**src/rtl/eth_internal_pkg.sv**
```systemverilog
// Shared types and elaboration helpers for the internal Ethernet egress arbiter.
package eth_internal_pkg;

  typedef enum logic [1:0] {
    IDLE = 2'd0,
    PASS = 2'd1,
    DROP = 2'd2
  } arb_state_t;

  // Beats per maximum-size packet; both operands are powers of two.
  function automatic int mtu_beats(input int byte_mtu, input int data_w);
    return (1 << byte_mtu) / (data_w / 8);
  endfunction

  function automatic int ch_w(input int num_ch);
    return (num_ch > 1) ? $clog2(num_ch) : 1;
  endfunction

endpackage

```
**src/rtl/eth_internal_egress_arb_if.sv**
```systemverilog
// Source-side and egress-side AXI-Stream bundle of the egress arbiter.
interface eth_internal_egress_arb_if
  import eth_internal_pkg::*;
#(
  parameter int NUM_CH = 2,
  parameter int DATA_W = 64
);
  localparam int CH_W   = ch_w(NUM_CH);
  localparam int KEEP_W = DATA_W / 8;

  logic [NUM_CH*DATA_W-1:0] s_tdata;
  logic [NUM_CH*KEEP_W-1:0] s_tkeep;
  logic [NUM_CH-1:0]        s_tlast;
  logic [NUM_CH-1:0]        s_tvalid;
  logic [NUM_CH-1:0]        s_tready;

  logic [DATA_W-1:0]        m_tdata;
  logic [KEEP_W-1:0]        m_tkeep;
  logic                     m_tlast;
  logic                     m_tvalid;
  logic                     m_tready;
  logic [CH_W-1:0]          m_tsrc;

  // Sources and egress sink together.
  modport master (
    output s_tdata, s_tkeep, s_tlast, s_tvalid, m_tready,
    input  s_tready, m_tdata, m_tkeep, m_tlast, m_tvalid, m_tsrc
  );

  // The arbiter.
  modport slave (
    input  s_tdata, s_tkeep, s_tlast, s_tvalid, m_tready,
    output s_tready, m_tdata, m_tkeep, m_tlast, m_tvalid, m_tsrc
  );

endinterface

```
**src/rtl/eth_internal_rr_pick.sv**
```systemverilog
// Combinational round-robin search: first requester after last_grant, wrapping.
module eth_internal_rr_pick
  import eth_internal_pkg::*;
#(
  parameter int NUM_CH = 2,
  parameter int CH_W   = ch_w(NUM_CH)
) (
  input  logic [NUM_CH-1:0] req,
  input  logic [CH_W-1:0]   last_grant,
  output logic              hit,
  output logic [CH_W-1:0]   idx
);

  logic [CH_W-1:0] cand;

  // Walk from the farthest candidate to the nearest so the nearest hit is the one kept.
  always_comb begin
    hit  = 1'b0;
    idx  = '0;
    cand = '0;
    for (int k = NUM_CH; k >= 1; k--) begin
      cand = CH_W'((int'(last_grant) + k) % NUM_CH);
      if (req[cand]) begin
        hit = 1'b1;
        idx = cand;
      end
    end
  end

endmodule

```
**src/rtl/eth_internal_egress_arb.sv**
```systemverilog
// Packet-level round-robin merge of NUM_CH AXI-Stream sources into one egress stream,
// with per-channel enables, MTU truncate-and-drop and saturating per-channel statistics.
module eth_internal_egress_arb
  import eth_internal_pkg::*;
#(
  parameter int NUM_CH   = 2,
  parameter int DATA_W   = 64,
  parameter int BYTE_MTU = 10,
  parameter int CNT_W    = 16
) (
  input  logic                     bus_clk,
  input  logic                     bus_rst,
  eth_internal_egress_arb_if.slave axis,
  input  logic [NUM_CH-1:0]        ch_enable,
  input  logic                     clear_stats,
  output logic [NUM_CH*CNT_W-1:0]  pkt_count,
  output logic [NUM_CH-1:0]        mtu_err
);

  localparam int CH_W      = ch_w(NUM_CH);
  localparam int KEEP_W    = DATA_W / 8;
  localparam int MTU_BEATS = mtu_beats(BYTE_MTU, DATA_W);
  localparam int BEAT_W    = $clog2(MTU_BEATS);
  localparam logic [BEAT_W-1:0] LAST_BEAT = BEAT_W'(MTU_BEATS - 1);

  arb_state_t        state;
  logic [CH_W-1:0]   grant;
  logic [CH_W-1:0]   last_grant;
  logic [BEAT_W-1:0] beat_cnt;
  logic [CNT_W-1:0]  cnt_q [NUM_CH];

  logic [CH_W-1:0]   pick;
  logic              pick_hit;
  logic [NUM_CH-1:0] req;
  logic [NUM_CH-1:0] rdy_vec;

  logic [DATA_W-1:0] ch_tdata [NUM_CH];
  logic [KEEP_W-1:0] ch_tkeep [NUM_CH];

  logic in_pass;
  logic in_drop;
  logic g_tvalid;
  logic g_tlast;
  logic at_mtu;
  logic beat_ok;
  logic drop_ok;
  logic pkt_done;
  logic mtu_hit;

  for (genvar i = 0; i < NUM_CH; i++) begin : g_ch
    assign ch_tdata[i]                 = axis.s_tdata[i*DATA_W +: DATA_W];
    assign ch_tkeep[i]                 = axis.s_tkeep[i*KEEP_W +: KEEP_W];
    assign pkt_count[i*CNT_W +: CNT_W] = cnt_q[i];
  end

  assign req = axis.s_tvalid & ch_enable;

  eth_internal_rr_pick #(
    .NUM_CH (NUM_CH),
    .CH_W   (CH_W)
  ) u_pick (
    .req        (req),
    .last_grant (last_grant),
    .hit        (pick_hit),
    .idx        (pick)
  );

  assign in_pass  = (state == PASS);
  assign in_drop  = (state == DROP);
  assign g_tvalid = axis.s_tvalid[grant];
  assign g_tlast  = axis.s_tlast[grant];
  assign at_mtu   = (beat_cnt == LAST_BEAT);
  assign beat_ok  = in_pass & g_tvalid & axis.m_tready;
  assign drop_ok  = in_drop & g_tvalid;
  assign pkt_done = beat_ok & (g_tlast | at_mtu);
  assign mtu_hit  = beat_ok & at_mtu & ~g_tlast;

  // Zero-latency data path; s_tready depends only on state, grant and m_tready.
  assign axis.m_tvalid = in_pass & g_tvalid;
  assign axis.m_tdata  = in_pass ? ch_tdata[grant] : '0;
  assign axis.m_tkeep  = in_pass ? ch_tkeep[grant] : '0;
  assign axis.m_tlast  = in_pass & (g_tlast | at_mtu);
  assign axis.m_tsrc   = grant;

  always_comb begin
    rdy_vec        = '0;
    rdy_vec[grant] = (in_pass & axis.m_tready) | in_drop;
  end

  assign axis.s_tready = rdy_vec;

  always_ff @(posedge bus_clk) begin
    if (bus_rst) begin
      state      <= IDLE;
      grant      <= '0;
      last_grant <= CH_W'(NUM_CH - 1);
      beat_cnt   <= '0;
    end else begin
      unique case (state)
        IDLE: begin
          beat_cnt <= '0;
          if (pick_hit) begin
            grant      <= pick;
            last_grant <= pick;
            state      <= PASS;
          end
        end
        PASS: begin
          if (beat_ok) begin
            if (g_tlast) begin
              state    <= IDLE;
              beat_cnt <= '0;
            end else if (at_mtu) begin
              // Forced-last already went out; swallow the rest of this packet.
              state    <= DROP;
              beat_cnt <= '0;
            end else begin
              beat_cnt <= beat_cnt + BEAT_W'(1);
            end
          end
        end
        DROP: begin
          if (drop_ok && g_tlast) begin
            state <= IDLE;
          end
        end
        default: state <= IDLE;
      endcase
    end
  end

  // Clear takes priority over a coincident increment or error set.
  always_ff @(posedge bus_clk) begin
    if (bus_rst || clear_stats) begin
      for (int i = 0; i < NUM_CH; i++) begin
        cnt_q[i] <= '0;
      end
      mtu_err <= '0;
    end else begin
      for (int i = 0; i < NUM_CH; i++) begin
        if (pkt_done && (grant == CH_W'(i)) && (cnt_q[i] != '1)) begin
          cnt_q[i] <= cnt_q[i] + CNT_W'(1);
        end
        if (mtu_hit && (grant == CH_W'(i))) begin
          mtu_err[i] <= 1'b1;
        end
      end
    end
  end

endmodule

```
**src/flat_wrapper.sv**
```systemverilog
// flat-port wrapper written by rule: the top's interface ports become plain ports
module eth_internal_egress_arb_flat import eth_internal_pkg::*;
#(
  parameter int NUM_CH   = 2,
  parameter int DATA_W   = 64,
  parameter int BYTE_MTU = 10,
  parameter int CNT_W    = 16
)
  (bus_clk, bus_rst, ch_enable, clear_stats, pkt_count, mtu_err, axis_s_tdata, axis_s_tkeep, axis_s_tlast, axis_s_tvalid, axis_m_tready, axis_s_tready, axis_m_tdata, axis_m_tkeep, axis_m_tlast, axis_m_tvalid, axis_m_tsrc);
  eth_internal_egress_arb_if #(.NUM_CH(NUM_CH), .DATA_W(DATA_W)) axis_i ();
  input  logic bus_clk;
  input  logic bus_rst;
  input  logic [NUM_CH-1:0] ch_enable;
  input  logic clear_stats;
  output logic [NUM_CH*CNT_W-1:0] pkt_count;
  output logic [NUM_CH-1:0] mtu_err;
  input wire logic [$bits(axis_i.s_tdata)-1:0] axis_s_tdata;
  input wire logic [$bits(axis_i.s_tkeep)-1:0] axis_s_tkeep;
  input wire logic [$bits(axis_i.s_tlast)-1:0] axis_s_tlast;
  input wire logic [$bits(axis_i.s_tvalid)-1:0] axis_s_tvalid;
  input wire logic [$bits(axis_i.m_tready)-1:0] axis_m_tready;
  output wire logic [$bits(axis_i.s_tready)-1:0] axis_s_tready;
  output wire logic [$bits(axis_i.m_tdata)-1:0] axis_m_tdata;
  output wire logic [$bits(axis_i.m_tkeep)-1:0] axis_m_tkeep;
  output wire logic [$bits(axis_i.m_tlast)-1:0] axis_m_tlast;
  output wire logic [$bits(axis_i.m_tvalid)-1:0] axis_m_tvalid;
  output wire logic [$bits(axis_i.m_tsrc)-1:0] axis_m_tsrc;
  assign axis_i.s_tdata = axis_s_tdata;
  assign axis_i.s_tkeep = axis_s_tkeep;
  assign axis_i.s_tlast = axis_s_tlast;
  assign axis_i.s_tvalid = axis_s_tvalid;
  assign axis_i.m_tready = axis_m_tready;
  assign axis_s_tready = axis_i.s_tready;
  assign axis_m_tdata = axis_i.m_tdata;
  assign axis_m_tkeep = axis_i.m_tkeep;
  assign axis_m_tlast = axis_i.m_tlast;
  assign axis_m_tvalid = axis_i.m_tvalid;
  assign axis_m_tsrc = axis_i.m_tsrc;
  eth_internal_egress_arb #(.NUM_CH(NUM_CH), .DATA_W(DATA_W), .BYTE_MTU(BYTE_MTU), .CNT_W(CNT_W)) u_core (.bus_clk(bus_clk), .bus_rst(bus_rst), .axis(axis_i), .ch_enable(ch_enable), .clear_stats(clear_stats), .pkt_count(pkt_count), .mtu_err(mtu_err));
endmodule
```
**config.mk**
```make
export PLATFORM = sky130hd
export DESIGN_NAME = eth_internal_egress_arb_flat
export DESIGN_NICKNAME = d
export VERILOG_FILES = /design/src/rtl/eth_internal_pkg.sv /design/src/rtl/eth_internal_egress_arb_if.sv /design/src/rtl/eth_internal_rr_pick.sv /design/src/rtl/eth_internal_egress_arb.sv /design/src/flat_wrapper.sv
export SDC_FILE = /design/constraint.sdc
export NUM_CORES = 1
export LEC_CHECK = 0
export CORE_UTILIZATION = 35
export DETAILED_ROUTE_END_ITERATION = 7
export PLACE_DENSITY = 0.93
export SYNTH_ARGS = -nofsm -noshare
export SYNTH_HDL_FRONTEND = slang
export SYNTH_HIERARCHICAL = 1
export SYNTH_SLANG_ARGS = --single-unit
```
**constraint.sdc**
```tcl
create_clock -name bus_clk -period 3.2 [get_ports bus_clk]
set_input_delay 0.48 -clock bus_clk [delete_from_list [all_inputs] [get_ports bus_clk]]
set_output_delay 0.48 -clock bus_clk [all_outputs]
set_load 0.1 [all_outputs]
```
==> results of run 1 <==
cell families after synthesis:
kind of cell | count (synthesis)
AND/OR/NAND/NOR | 191
multiplexers | 75
flip-flops | 45
AO/OA/AOI/OAI | 40
buffers and inverters | 38
XOR/XNOR | 24
adder cells (fa/ha/maj) | 3
worst min-delay path, delay by kind of cell (launching register included):
kind / cells / cell delay (ps)
flip-flops: 1 / 320
buffers and inverters: 1 / 50
AO/OA/AOI/OAI: 1 / 50
state kept, by name (all words and copies together), names as in the netlist:
name / flops
u_core/axis.m_tsrc: 1
u_core/beat_cnt: 7
u_core/cnt_q: 32
u_core/last_grant: 1
u_core/mtu_err: 2
u_core/state: 2
routing by layer:
metal	global-route usage (%)	vias up
met5	0	-
met3	6.24	16
met4	5.82	0
met1	32.7	1949
met2	49.8	219
li1	-	2010
final timing paths:
| check | slack [ps] | end | start |
|---|---|---|---|
| max reg2reg | 770 | u_core/cnt_q[0][23] | u_core/cnt_q[0][0] |
| max | 470 | axis_m_tdata[34] | u_core/state[1] |
| min | 460 | u_core/beat_cnt[6] | u_core/beat_cnt[6] |
| min reg2reg | 460 | u_core/beat_cnt[6] | u_core/beat_cnt[6] |
area by class of cell:
class	count	area [µm²]
repair buffers	273	2470
flip-flops and latches	45	1220
clock inverters	3	21.3
well taps	133	166
inverters	9	33.8
fillers	750	3430
multi-input cells	333	2360
clock buffers	5	68.8
power groups by stage:
| stage | Clock [mW] | Sequential [mW] | Combinational, mW |
|---|---|---|---|
| 3_3_place_gp | 0 | 0.693 | 1.16 |
| 4_1_cts | 0.362 | 0.682 | 1.17 |
| 5_1_grt | 0.381 | 0.686 | 1.21 |
| 3_5_place_dp | 0 | 0.695 | 1.17 |
| 2_1_floorplan | 0 | 0.819 | 0.659 |
| 6_report | 0.355 | 0.682 | 1.17 |
stage by stage:
stage / util [%] / hold slack, ps / instances
6_report: 64.9 / 465 / 801
5_1_grt: 64.9 / 484 / 801
4_1_cts: 64.9 / 473 / 801
3_5_place_dp: 64.0 / 452 / 793
3_3_place_gp: 64.0 / 441 / 793
2_1_floorplan: - / 426 / 416
cells in the final DEF, fill, tap and decap left out, drive strengths merged, types with 12 or more instances in the layout:
cell type	n
mux2i	74
nor3	35
dfxtp	13
buf	120
nand4	12
clkdlybuf4s50	153
nand2	14
nor2	86
xnor2	17
nand3	18
edfxtp	32
==> results summary, run 1 <==
The met2 wirelength from detailed routing came out at roughly 7700 µm. The cell class contributing the biggest share of worst-path delay is simple AND/OR/NAND/NOR gates. The die boundary height came out at 103 µm.

Pin placement for this block handled 265 I/O pins. Sorting the synthesized cells by area gives the leading types as edfxtp_1 27%, mux2i_1 21%, nor2_1 9.0%. The Yosys warning count is 6. Counting every net in the synthesized netlist gives 573. The maximum clock frequency came out at about 370 MHz. The largest net degree at the start of global routing came out at 39. Setup repair after global routing left no endpoint under its margin.

The synthesized netlist devotes under 10% of its cell area to compound gates. For this run, the leading register cell type out of synthesis is edfxtp_1. The sum of negative setup slack came out at 0 ps. The number of buffers and inverters on the critical path is 2. The path class of the tightest hold or removal check is register to register.

The total setup buffers inserted after CTS came out at 0. The count of maximum capacitance violations came out at 0. Yosys instantiated no cell more often than nor2_1. Traced cell by cell, the critical path runs through nand2b_4, buf_4, nor2_2, buf_4. The fraction of synthesized area in multiplexers came out at a little over a fifth. The fraction of the cycle the final worst path needs is 85.3%.

The logic depth of the worst setup path including buffers is 4. The worst setup slack before clock tree synthesis is between 700 and 800 ps. The H-tree level count is 2. The xor-xnor portion of the synthesized cell area is under 10%.

Once detailed placement completed, the half-perimeter wirelength came to 12,200 µm. The mean area per synthesized cell came out at around 8.5 µm². The clock insertion delay at the later pin of the skew report is around 300 ps. The clock sink count came out at 45. The share of the Yosys chip area taken by registers is between 30 and 40%.

The die area came out at between 0.01 and 0.015 mm². After clock tree synthesis, the flow added hold-fix buffers numbering 0. The area growth from synthesis to layout came out at 79.0%.

The final count of pins violating max slew came to 0. The weighted congestion at the end of routability-driven global placement came out at 0.927. The synthesized design spends more area on one cell type than any other, namely edfxtp_1. The cell area after technology mapping is 0.00354 mm². The highest layer used for signal routing is met4.

The element type at the critical path end is a primary output. The number of enable flip-flop cells after synthesis is 32. The internal power contribution is 1.16 mW. The initial utilization of the core area, before any placement, comes to between 30% and 40%. The ratio of routed vias to standard cells is 5.24. After global routing the overflow that remains totals 0. The die width is 103 µm. The fraction of power spent switching nets came out at 47.6%. The tree is rooted in a clkbuf_8. STA puts the critical path data arrival time at 2250 ps. The setup skew after layout is 12.6 ps. The number of cells on the worst hold path came out at 2. Of the total power, registers draw 30.9%. By count the netlist is led by 85 x nor2_1, 74 x mux2i_1, 35 x nor3_1. STA classifies the critical path startpoint as a register. The part of the power in combinational logic is 53.1%. For this run, the slowest stage of the critical path takes ~660 ps. The basic-gate share of the synthesized area counting and, or, nand and nor cells is 25.3%.

The count of cells along the worst register-to-register path is 6. The number of remaining DRC errors is 0. Counting flops with an async set or reset pin after synthesis yields a share of 0%. The number of violations reported at the end of detailed-routing iteration 0 is 207. The critical path required time came out at approximately 2700 ps. The CTS tree is yes. The slowest stage of the critical path belongs to the cell dfxtp_1.

The critical path start-end classification is register to primary output. The post-synthesis share of cell area spent on full adders, half adders and majority gates came out at ~1.1%. The average detailed-routed wire length per instance came out at 18.6 µm. Once layout is done, the placed cells without fillers occupy 0.00635 mm². The floorplan has 36 rows.

Dividing total power by cell area gives a power density of 348 mW/mm². The count of buffers added on input and output ports is 264. The total via count in the routed design came out at 4,194. The analysis attributes to cell leakage a power of ~2.3 nW. The count of nets after finishing came out at 824.

Detailed routing placed a total of 1290 µm of wire on met3. The worst pin sits at a relative slew slack of 56.7%. The total global-route track usage came out at 27.4%. The dominant combinational cell family by area after synthesis is simple AND/OR/NAND/NOR gates. The total cell area at the placement stage is 0.00626 mm². The number of CTS-inserted buffers came out at 5.

Setup violations remaining at the end of the flow were counted as 0. The post-route total power is ~2.2 mW. The worst path in the final design needs a cycle of 2730 ps, including I/O delays and setup. The number of global-route vias before repair was 4,142.

In this run the remaining antenna-violating nets after routing total 0. The post-layout worst setup margin is about 470 ps. The repair_antennas step left the layout with diodes totalling 0.

The clock passes through at most 2 buffers. The global-route wire length before repair came out at 21,700 µm. Clock-pin slew was measured on the worst setup and hold paths at approximately 80 ps. The detailed-route wire length on metal 1 came out at 5680 µm.

In this run the power spent charging and discharging nets is 1.05 mW. The number of register bits inferred by synthesis came out at 45. The count of endpoints failing hold in the final timing report is 0. The placeable core area came out at between 0.009 and 0.01 mm². The flow ran to the end, and the final reports show no timing, DRC or antenna violations. The synthesized design devotes to its leading area cell type 27.1% of total area. The fraction of layout instances using a drive strength above 1 came out at 30.8%. The worst-path maximum fanout came out at 38. The clock power share is 16.1%.

The count of TritonRoute iterations in the first routing pass came out at 5. The most numerous cell type found on the critical path is buf_4. The aggregate routed wire length came out at roughly 15,000 µm. The total of cells resized after clock tree synthesis came out at 0. The actual transition at the worst max-transition pin came out at 649 ps. The number of antenna violations at the first check in global routing was 0. The instance count of the mapped netlist is 416. The number of distinct standard cells referenced by the synthesized netlist came out at 41.

The worst-case IR drop observed on VDD is a little under 0.2 mV.
No activity file was read; power rests on OpenSTA's default activity.
==> run 2: changes to the inputs <==
Settings changed: SLEW_MARGIN from default to 20.
==> results of run 2 <==
No change in the layout: final DEF, timing and power equal those of run 1.
